[src/rtl/rand_pkg.sv]
// rand_pkg: pair-compare encoding and width helper shared by the random-bit blocks
package rand_pkg;
  typedef enum logic [1:0] {PAIR_NONE = 2'b00, PAIR_ONE = 2'b01, PAIR_ZERO = 2'b10} pair_e;
  function automatic pair_e pair_cmp(input logic [1:0] first, input logic [1:0] second);
    return first > second ? PAIR_ONE : first < second ? PAIR_ZERO : PAIR_NONE;
  endfunction
  function automatic int clog2(input int v);
    int r;
    r = 0;
    while ((1 << r) < v) r++;
    return r;
  endfunction
endpackage

[src/rtl/rand_word_collector_if.sv]
// rand_word_collector_if: raw race inputs, word handshake and health/drop status
interface rand_word_collector_if #(parameter int NUM_CH = 4, parameter int WORD_W = 32, parameter int DROP_W = 16);
  logic [NUM_CH-1:0] raw_a, raw_b, raw_valid, adjusting;
  logic [WORD_W-1:0] out_word;
  logic out_valid, out_ready, health_fail, health_clr;
  logic [DROP_W-1:0] drop_cnt;
  modport master (output raw_a, raw_b, raw_valid, adjusting, out_ready, health_clr,
                  input out_word, out_valid, health_fail, drop_cnt);
  modport slave (input raw_a, raw_b, raw_valid, adjusting, out_ready, health_clr,
                 output out_word, out_valid, health_fail, drop_cnt);
endinterface

[src/rtl/rand_vn_filter.sv]
// rand_vn_filter: per-channel pairwise debias filter with a 1-bit output buffer
module rand_vn_filter
  import rand_pkg::*;
(
  input  logic clk,
  input  logic rst_n,
  input  logic a,
  input  logic b,
  input  logic valid,
  input  logic adjusting,
  input  logic grant,
  output logic buf_v,
  output logic buf_b,
  output logic drop
);
  logic held, la, lb, emit;
  pair_e pc;
  always_comb begin
    pc = pair_cmp({la, lb}, {a, b});
    emit = valid && !adjusting && held && pc != PAIR_NONE;
    drop = emit && buf_v && !grant;
  end
  always_ff @(posedge clk or negedge rst_n)
    if (!rst_n) begin
      held <= 1'b0;
      la <= 1'b0;
      lb <= 1'b0;
      buf_v <= 1'b0;
      buf_b <= 1'b0;
    end else begin
      // second half of a pair also lands in la/lb but is never compared
      if (adjusting) held <= 1'b0;
      else if (valid) begin
        held <= !held;
        la <= a;
        lb <= b;
      end
      if (emit && !drop) begin
        buf_v <= 1'b1;
        buf_b <= pc == PAIR_ONE;
      end else if (grant) buf_v <= 1'b0;
    end
endmodule

[src/rtl/rand_word_collector.sv]
// rand_word_collector: debiases NUM_CH race channels, packs bits round-robin into words
module rand_word_collector
  import rand_pkg::*;
#(
  parameter int NUM_CH = 4,
  parameter int WORD_W = 32,
  parameter int REPEAT_LIMIT = 24,
  parameter int DROP_W = 16
) (
  input logic clk,
  input logic rst_n,
  rand_word_collector_if.slave bus
);
  localparam int CW = clog2(WORD_W + 1);
  localparam int PW = NUM_CH > 1 ? clog2(NUM_CH) : 1;
  logic [NUM_CH-1:0] buf_v, buf_b, drop, grant;
  logic [PW-1:0] ptr, gidx;
  logic [CW-1:0] cnt, cnt_n;
  logic [WORD_W-1:0] sh, sh_n;
  logic [7:0] rep, rep_n;
  logic [DROP_W:0] dsum, dnext;
  logic found, full, out_free, take, gbit, ld_full, ld_new, last;
  for (genvar i = 0; i < NUM_CH; i++) begin : g_ch
    rand_vn_filter u_filter (
      .clk(clk), .rst_n(rst_n), .a(bus.raw_a[i]), .b(bus.raw_b[i]), .valid(bus.raw_valid[i]),
      .adjusting(bus.adjusting[i]), .grant(grant[i]), .buf_v(buf_v[i]), .buf_b(buf_b[i]), .drop(drop[i])
    );
  end
  always_comb begin
    found = 1'b0;
    gidx = '0;
    for (int i = 0; i < NUM_CH; i++)
      if (!found && buf_v[(int'(ptr) + i) % NUM_CH]) begin
        found = 1'b1;
        gidx = PW'((int'(ptr) + i) % NUM_CH);
      end
    full = cnt == CW'(WORD_W);
    out_free = !bus.out_valid || bus.out_ready;
    take = found && (!full || out_free);
    gbit = buf_b[gidx];
    grant = take ? NUM_CH'(1) << gidx : '0;
    sh_n = take ? {sh[WORD_W-2:0], gbit} : sh;
    ld_full = full && out_free;
    cnt_n = (ld_full ? CW'(0) : cnt) + CW'(take);
    ld_new = !full && cnt_n == CW'(WORD_W) && out_free;
    rep_n = (rep != 8'd0 && gbit == last) ? (rep == 8'hFF ? rep : rep + 8'd1) : 8'd1;
    dsum = '0;
    for (int i = 0; i < NUM_CH; i++) dsum += (DROP_W + 1)'(drop[i]);
    dnext = {1'b0, bus.drop_cnt} + dsum;
  end
  always_ff @(posedge clk or negedge rst_n)
    if (!rst_n) begin
      ptr <= '0;
      cnt <= '0;
      sh <= '0;
      rep <= '0;
      last <= 1'b0;
      bus.out_word <= '0;
      bus.out_valid <= 1'b0;
      bus.health_fail <= 1'b0;
      bus.drop_cnt <= '0;
    end else begin
      if (take) ptr <= gidx == PW'(NUM_CH - 1) ? '0 : gidx + 1'b1;
      sh <= sh_n;
      // a full word waiting on backpressure parks at cnt==WORD_W and stalls acceptance
      cnt <= ld_new ? '0 : cnt_n;
      if (ld_full || ld_new) begin
        bus.out_word <= ld_full ? sh : sh_n;
        bus.out_valid <= 1'b1;
      end else if (bus.out_ready) bus.out_valid <= 1'b0;
      bus.drop_cnt <= dnext[DROP_W] ? '1 : dnext[DROP_W-1:0];
      if (bus.health_clr) begin
        rep <= '0;
        bus.health_fail <= 1'b0;
      end else if (take) begin
        rep <= rep_n;
        if (rep_n >= 8'(REPEAT_LIMIT)) bus.health_fail <= 1'b1;
      end
      if (take) last <= gbit;
    end
endmodule
[src/flat_wrapper.sv]
// flat-port wrapper written by rule: the top's interface ports become plain ports
module rand_word_collector_flat import rand_pkg::*;
#(
  parameter int NUM_CH = 4,
  parameter int WORD_W = 32,
  parameter int REPEAT_LIMIT = 24,
  parameter int DROP_W = 16
)
  (clk, rst_n, bus_raw_a, bus_raw_b, bus_raw_valid, bus_adjusting, bus_out_ready, bus_health_clr, bus_out_word, bus_out_valid, bus_health_fail, bus_drop_cnt);
  rand_word_collector_if #(.NUM_CH(NUM_CH), .WORD_W(WORD_W), .DROP_W(DROP_W)) bus_i ();
  input logic clk;
  input logic rst_n;
  input wire logic [$bits(bus_i.raw_a)-1:0] bus_raw_a;
  input wire logic [$bits(bus_i.raw_b)-1:0] bus_raw_b;
  input wire logic [$bits(bus_i.raw_valid)-1:0] bus_raw_valid;
  input wire logic [$bits(bus_i.adjusting)-1:0] bus_adjusting;
  input wire logic [$bits(bus_i.out_ready)-1:0] bus_out_ready;
  input wire logic [$bits(bus_i.health_clr)-1:0] bus_health_clr;
  output wire logic [$bits(bus_i.out_word)-1:0] bus_out_word;
  output wire logic [$bits(bus_i.out_valid)-1:0] bus_out_valid;
  output wire logic [$bits(bus_i.health_fail)-1:0] bus_health_fail;
  output wire logic [$bits(bus_i.drop_cnt)-1:0] bus_drop_cnt;
  assign bus_i.raw_a = bus_raw_a;
  assign bus_i.raw_b = bus_raw_b;
  assign bus_i.raw_valid = bus_raw_valid;
  assign bus_i.adjusting = bus_adjusting;
  assign bus_i.out_ready = bus_out_ready;
  assign bus_i.health_clr = bus_health_clr;
  assign bus_out_word = bus_i.out_word;
  assign bus_out_valid = bus_i.out_valid;
  assign bus_health_fail = bus_i.health_fail;
  assign bus_drop_cnt = bus_i.drop_cnt;
  rand_word_collector #(.NUM_CH(NUM_CH), .WORD_W(WORD_W), .REPEAT_LIMIT(REPEAT_LIMIT), .DROP_W(DROP_W)) u_core (.clk(clk), .rst_n(rst_n), .bus(bus_i));
endmodule
[config.mk]
export PLATFORM = sky130hd
export DESIGN_NAME = rand_word_collector_flat
export DESIGN_NICKNAME = d
export VERILOG_FILES = /design/src/rtl/rand_pkg.sv /design/src/rtl/rand_word_collector_if.sv /design/src/rtl/rand_vn_filter.sv /design/src/rtl/rand_word_collector.sv /design/src/flat_wrapper.sv
export SDC_FILE = /design/constraint.sdc
export NUM_CORES = 1
export LEC_CHECK = 0
export CAP_MARGIN = 20
export CORE_MARGIN = 2
export CORE_UTILIZATION = 25
export CTS_BUF_LIST = sky130_fd_sc_hd__clkbuf_8
export CTS_CLUSTER_DIAMETER = 50
export DETAILED_ROUTE_END_ITERATION = 8
export PLACE_DENSITY = 0.44
export SLEW_MARGIN = 20
export SYNTH_ARGS = -nofsm -noshare
export SYNTH_HDL_FRONTEND = slang
export SYNTH_SLANG_ARGS = --single-unit
[constraint.sdc]
create_clock -name clk -period 4.3 [get_ports clk]
set_input_delay 0.43 -clock clk [delete_from_list [all_inputs] [get_ports clk]]
set_output_delay 0.43 -clock clk [all_outputs]
set_load 0.03 [all_outputs]
==> results.cfg, run 1 <==
[synthesis]
synthTopCellsByCount = dfrtp_1 (119), and3_1 (40), mux2_2 (40)
yosysWarnings = 0
synth.largest_area_cell = dfrtp_1
async_flop_share_pct = 100
syn_area_per_cell_um2 = 11.2
synth.distinct_cells = 57
yosysSeqAreaShare_pct = 50.4
synth_nets = 571
ys_seq_elements = 119
synthMostInstantiatedCell = dfrtp_1
synthTopCellsByArea = dfrtp_1 (50%), mux2_2 (7.6%), a221o_1 (5.4%), and3_1 (4.2%), ha_1 (4.2%)
synth_top_area_share_pct = 50.4
ys.flop_type = dfrtp_1
syn_inst = 529
netlist_area_um2 = 5910
synth-edff-count = 0

[critical_path]
cp_slowest_cell = fa_1
cp.required_ns = 4.62
crit_arrival_ns = 4.34
path_cells = mux2i_1 -> nor2_1 -> nor3_2 -> buf_4 -> ha_1 -> nand2_1 -> nand2_1 -> nor2_1 -> ha_1 -> fa_1 -> ha_1 -> fa_2 -> a21oi_2 -> nor2_1 -> and3_1 -> and3_1 -> nand3_1 -> buf_12 -> nand2b_1
slowest_delay_ns = 0.46
endpoint_kind = flop
worst-setup-path-type = flop to flop
critPathLaunchType = flop
path_max_fanout = 13

[grt]
grt_overflow = 0
grt_max_degree = 62
grtUsageTotal_pct = 11.9
antenna_found_initial = 0
grt_pass1_vias = 4525
grt_pass1_wl_um = 23300

[clocking]
cts-root-buf = clkbuf_8
cts_max_path_buffers = 2
cts_buffers = 17
cts_tree = yes
clk_latency_ns = 0.44
cts_sinks = 119
clk_pin_slew_ns = 0.08
cts_max_level = 4

[detailed_routing]
vias_per_cell = 4.70
drt-total-wl_um = 14000
vias = 4414
wl_per_cell_um = 14.9
detail-route-antenna-nets = 0
firstDrtPassIters = 4
drcViolationCount = 0
drt_iter0_markers = 173

[placed_design]
portBuffers = 69
hpwl_um = 9120
gp_congestion = 0.777
dp.cells = 907
pre_cts_slack_ns = -0.0466

[floorplanning]
floorplan.core_area_um2 = 23300
die_w_um = 158
io_pins = 70
design.die.area_um2 = 24900
die_y_um = 158
initial_utilization_pct = 25.3
rows = 56

[final_layout]
final_core_utilization_pct = 31.7
num-fill-cells = 2364
syn_to_final_growth_pct = 25.1
nNetsFinal = 650
antenna_cells = 0
fin_cells = 940
drive_above_1_share_pct = 17.2

[timing]
finalCritPeriodShare_pct = 93.3
hold_viol = 0
grt_setup_unrepaired = false
setup_slack_ns = 0.287
slew_headroom_pct = 43.8
final-setup-viol-count = 0
fmax_mhz = 249
skew_ns = 0.0116
tightest_slew_ns = 0.842
period_needed_ns = 4.01
drv_slew = 0

[power_and_ir_drop]
vdd_drop_max_v = 0.000301
power_density_nw_per_um2 = 661
leakage_nw = 3.35

[hold_path]
hold_class = input port to async pin

[status]
outcome = completed

[run]
cap_violations = 0
-- kinds of logic (layout without fill, tap and decap cells) --
family / count (synthesis) / in the layout / share of synthesized area [%]
and+or+nand+nor: 153 / 153 / 14.1
DFF: 119 / 119 / 50.4
AOI/OAI and AO/OA: 111 / 111 / 14.9
buffers and inverters: 60 / 152 / 4.43
muxes: 42 / 42 / 7.96
adders and majority gates: 22 / 22 / 4.91
xor gates and xnor gates: 22 / 22 / 3.26
-- cell type report --
class	count	area (µm²)	area share, %
multi-input cells	350	2680	36.2
well taps	319	399	5.40
clock inverters	13	97.6	1.32
clock buffers	19	262	3.54
inverters	29	109	1.47
repair buffers	91	866	11.7
flip-flops and latches	119	2980	40.3
-- cell usage in the layout, fill, tap and decap left out, types with 4 or more instances in the layout --
master,count
a21oi_1,24
a221o_1,32
and3_1,40
buf_4,22
clkbuf_8,19
clkdlybuf4s50_1,68
dfrtp_1,117
ha_1,20
inv_1,30
inv_6,4
mux2_2,40
nand2_1,36
nand2b_1,9
nand3_1,16
nor2_1,19
nor2b_1,8
nor3_1,6
o2111ai_1,4
o211ai_1,14
o21ai_0,8
xnor2_1,14
xor2_1,8
-- where the power goes --
part,switching (W),leakage [nW],internal [W]
Clock,0.000497,0.181,0.000434
Sequential,0.000293,1.54,0.00149
Combinational,0.00118,1.63,0.000987
-- timing repair --
| action | 4_1_cts | 5_1_grt |
|---|---|---|
| resized for setup | 0 | 4 |
| hold buffers | 0 | 0 |
| setup buffers | 0 | 1 |
| endpoints found under the setup margin | 0 | 16 |
-- stage by stage --
step,power (W),cell area [µm²],hold WS [ns],TNS (ns)
after floorplan,0.00328,5910,0.134,0
after global placement,0.00392,7010,0.493,0
after detailed placement,0.00396,7010,0.502,-0.515
after CTS,0.00494,7370,0.107,0
after global routing,0.00526,7390,0.142,0
final,0.00488,7390,0.0897,0
-- sequential cells by signal, indices dropped and copies added, names as in the netlist --
name and count:
u_core.bus.drop_cnt 16, u_core.bus.health_fail 1, u_core.bus.out_valid 1, u_core.bus.out_word 32, u_core.cnt 6, u_core.g_ch.u_filter.buf_b 4, u_core.g_ch.u_filter.buf_v 4, u_core.g_ch.u_filter.held 4
u_core.g_ch.u_filter.la 4, u_core.g_ch.u_filter.lb 4, u_core.last 1, u_core.ptr 2, u_core.rep 8, u_core.sh 32
-- layer usage --
metal  track usage (%)  part of all wire [%]  vias up
li1                  -                     -     2094
met1              16.2                    49     2227
met2              18.5                    46       79
met3              2.87                   3.4       14
met4              4.29                   1.9        0
met5                 0                     0        -
-- critical path, delay by kind of cell, from the launching register on --
kind            cells  cell delay [ns]
compound gates      1             0.16
fa+ha+maj           5             1.58
buf+inv             2             0.32
flops               1             0.44
mux                 1             0.21
simple gates       10             1.18
-- worst paths after layout --
kind                          startpoint                       to  slack, ns  cells after the start
setup / recovery           u_core.ptr[1]   u_core.bus.drop_cnt[0]       0.29                     19
hold / removal                     rst_n             u_core.sh[6]       0.09                      1
setup reg to reg           u_core.ptr[1]   u_core.bus.drop_cnt[0]       0.29                     19
hold reg to reg            u_core.sh[31]  u_core.bus.out_word[31]       0.51                      1
max in group asynchronous          rst_n     u_core.bus.out_valid       3.27                      2
min in group clk           u_core.sh[31]  u_core.bus.out_word[31]       0.51                      1
Note: power is estimated with default switching activity, not from simulation.
==> run 2, diff against run 1 <==
--- a/config.mk
+++ b/config.mk
@@ -13,4 +13,5 @@
 export DETAILED_ROUTE_END_ITERATION = 8
-export PLACE_DENSITY = 0.44
-export SLEW_MARGIN = 20
+export DONT_BUFFER_PORTS = 1
+export PLACE_DENSITY = 0.41
+export SLEW_MARGIN = 30
 export SYNTH_ARGS = -nofsm -noshare
--- a/constraint.sdc
+++ b/constraint.sdc
@@ -3,2 +3,2 @@
 set_output_delay 0.43 -clock clk [all_outputs]
-set_load 0.03 [all_outputs]
+set_load 0.01 [all_outputs]
==> results.cfg, run 2 (same netlist as run 1, synthesis figures left out) <==
[timing]
hold_viol = 0
period_needed_ns = 4.07
skew_ns = 0.0117
slew_headroom_pct = 50.4
drv_slew = 0
tightest_slew_ns = 0.737
finalCritPeriodShare_pct = 94.8
final-setup-viol-count = 0
fmax_mhz = 245
hold_ws_ns = 0.0478

[final_layout]
num-fill-cells = 2394
nNetsFinal = 575
final_common_cell = dfrtp_1
syn_to_final_growth_pct = 14.3
drive_above_1_share_pct = 18.7
top_regs = u_core.bus.out_word: 32 flops, u_core.sh: 32 flops, u_core.bus.drop_cnt: 16 flops
final_area_um2 = 6760
layout_common_cells = dfrtp_1 (117), mux2_2 (40), and3_1 (39), nand2_1 (36), a221o_1 (32)

[clocking]
cts_max_path_buffers = 2
clk_pin_slew_ns = 0.07
cts_buffers = 17
cts_max_level = 4
cts_tree = yes
clk_latency_ns = 0.44
cts_sinks = 119
cts-root-buf = clkbuf_8

[critical_path]
critPathLaunchType = flop
path_delay_family = adder cells
cp.required_ns = 4.62
r2r_slack_ns = 0.23
crit_arrival_ns = 4.39
slowest_delay_ns = 0.46
critPathBufInv = 3
path_max_fanout = 13
worst-setup-path-type = flop to flop
endpoint_kind = flop
cp_slowest_cell = fa_1
cpMostUsedCell = nand2_1
path_cells = buf_4 -> nand2b_1 -> a21oi_1 -> nor3_2 -> buf_4 -> ha_1 -> nand2_1 -> nand2_1 -> nor2_1 -> ha_1 -> fa_1 -> ha_2 -> fa_2 -> a21oi_2 -> nor2_1 -> and3_1 -> and3_2 -> nand3_1 -> buf_6 -> nand2_1

[detailed_routing]
detail-route-antenna-nets = 0
vias = 4080
drt_iter0_markers = 182
drcViolationCount = 0
drt-total-wl_um = 13800
vias_per_cell = 4.71
wl_per_cell_um = 15.9
firstDrtPassIters = 5

[grt]
antenna_found_initial = 1
grt_pass1_wl_um = 22600
grt_pass1_vias = 4248
grt_overflow = 0
grt_max_degree = 120
grtUsageTotal_pct = 11.6

[hold_path]
hold_class = input port to flop

[power_and_ir_drop]
switching_power_w = 0.00175
internal_power_w = 0.00290
pwr-share-clk_pct = 24.2
leakage_nw = 3.10
vdd_drop_max_v = 0.000251
power_density_nw_per_um2 = 688
combPwrFrac_pct = 35.8
power.share.switching_pct = 37.6
pwr-share-seq_pct = 40.1

[floorplanning]
rows = 56
die_w_um = 158
floorplan.core_area_um2 = 23300
initial_utilization_pct = 25.3
io_pins = 70
design.die.area_um2 = 24900
die_y_um = 158

[placed_design]
hpwl_um = 8730
placed_area_um2 = 6240
gp_congestion = 0.774
portBuffers = 0

[run]
cap_violations = 0

[status]
outcome = completed
run 2: changes by cell type in the layout (fill, tap and decap cells not counted), moves of 2 or more:
| cell | before | now |
|---|---|---|
| buf_4 | 22 | 13 |
| clkdlybuf4s50_1 | 68 | 0 |
| bufinv_16 | 0 | 3 |
| clkinv_2 | 2 | 0 |
| clkinv_4 | 3 | 1 |
run 2: timing repair:
item | in CTS | in global routing
buffers inserted | 0 | 3
resized for setup | 0 | 7
hold endpoints to repair | 119 | 0
hold buffers | 2 | 0
setup endpoints to repair | 0 | 16
run 2: worst paths after layout:
path                                startpoint                    endpoint  cells after the start
worst max-delay path             u_core.ptr[1]      u_core.bus.drop_cnt[4]                     20
worst min-delay path            bus_health_clr      u_core.bus.health_fail                      1
worst max register to register   u_core.ptr[1]      u_core.bus.drop_cnt[4]                     20
worst min register to register   u_core.sh[31]     u_core.bus.out_word[31]                      1
max in group asynchronous                rst_n  u_core.g_ch[1].u_filter.la                      2
min in group asynchronous                rst_n     u_core.bus.drop_cnt[11]                      2
run 2: final cells by class:
class | instances | area, µm² | area share (%)
Clock inverter | 12 | 164 | 2.43
Inverter | 29 | 109 | 1.61
Antenna cell | 1 | 2.50 | 0.0370
Sequential cell | 119 | 2980 | 44.1
Tap cell | 319 | 399 | 5.91
Clock buffer | 20 | 275 | 4.07
Multi-Input combinational cell | 350 | 2680 | 39.7
Timing Repair Buffer | 16 | 146 | 2.17
run 2: power by group through the flow:
stage | Clock (W) | Combinational [W] | Sequential, W
after CTS | 0.00117 | 0.00165 | 0.00187
after detailed placement | 0 | 0.00160 | 0.00190
final | 0.00112 | 0.00166 | 0.00186
after floorplan | 0 | 0.00132 | 0.00177
after global routing | 0.00122 | 0.00185 | 0.00192
after global placement | 0 | 0.00156 | 0.00189
run 2: routing by layer:
metal / up-vias / routed length (µm) / track usage [%]
li1: 1948 / - / -
met1: 2054 / 6370 / 14.9
met2: 65 / 6630 / 18.6
met3: 13 / 599 / 3.53
met4: 0 / 176 / 3.85
met5: - / 0 / 0
run 2: per-stage QoR:
| step | total power [W] | std cells | utilization, % | TNS, ns | worst slack (ns) |
|---|---|---|---|---|---|
| floorplan | 0.00309 | 529 | - | 0 | 0.0751 |
| global placement | 0.00345 | 828 | 26.7 | 0 | 0.167 |
| detailed placement | 0.00349 | 828 | 26.7 | 0 | 0.0414 |
| CTS | 0.00469 | 862 | 28.8 | 0 | 0.0285 |
| global route | 0.00499 | 865 | 28.9 | -0.424 | -0.0513 |
| finish | 0.00465 | 866 | 29.0 | 0 | 0.225 |
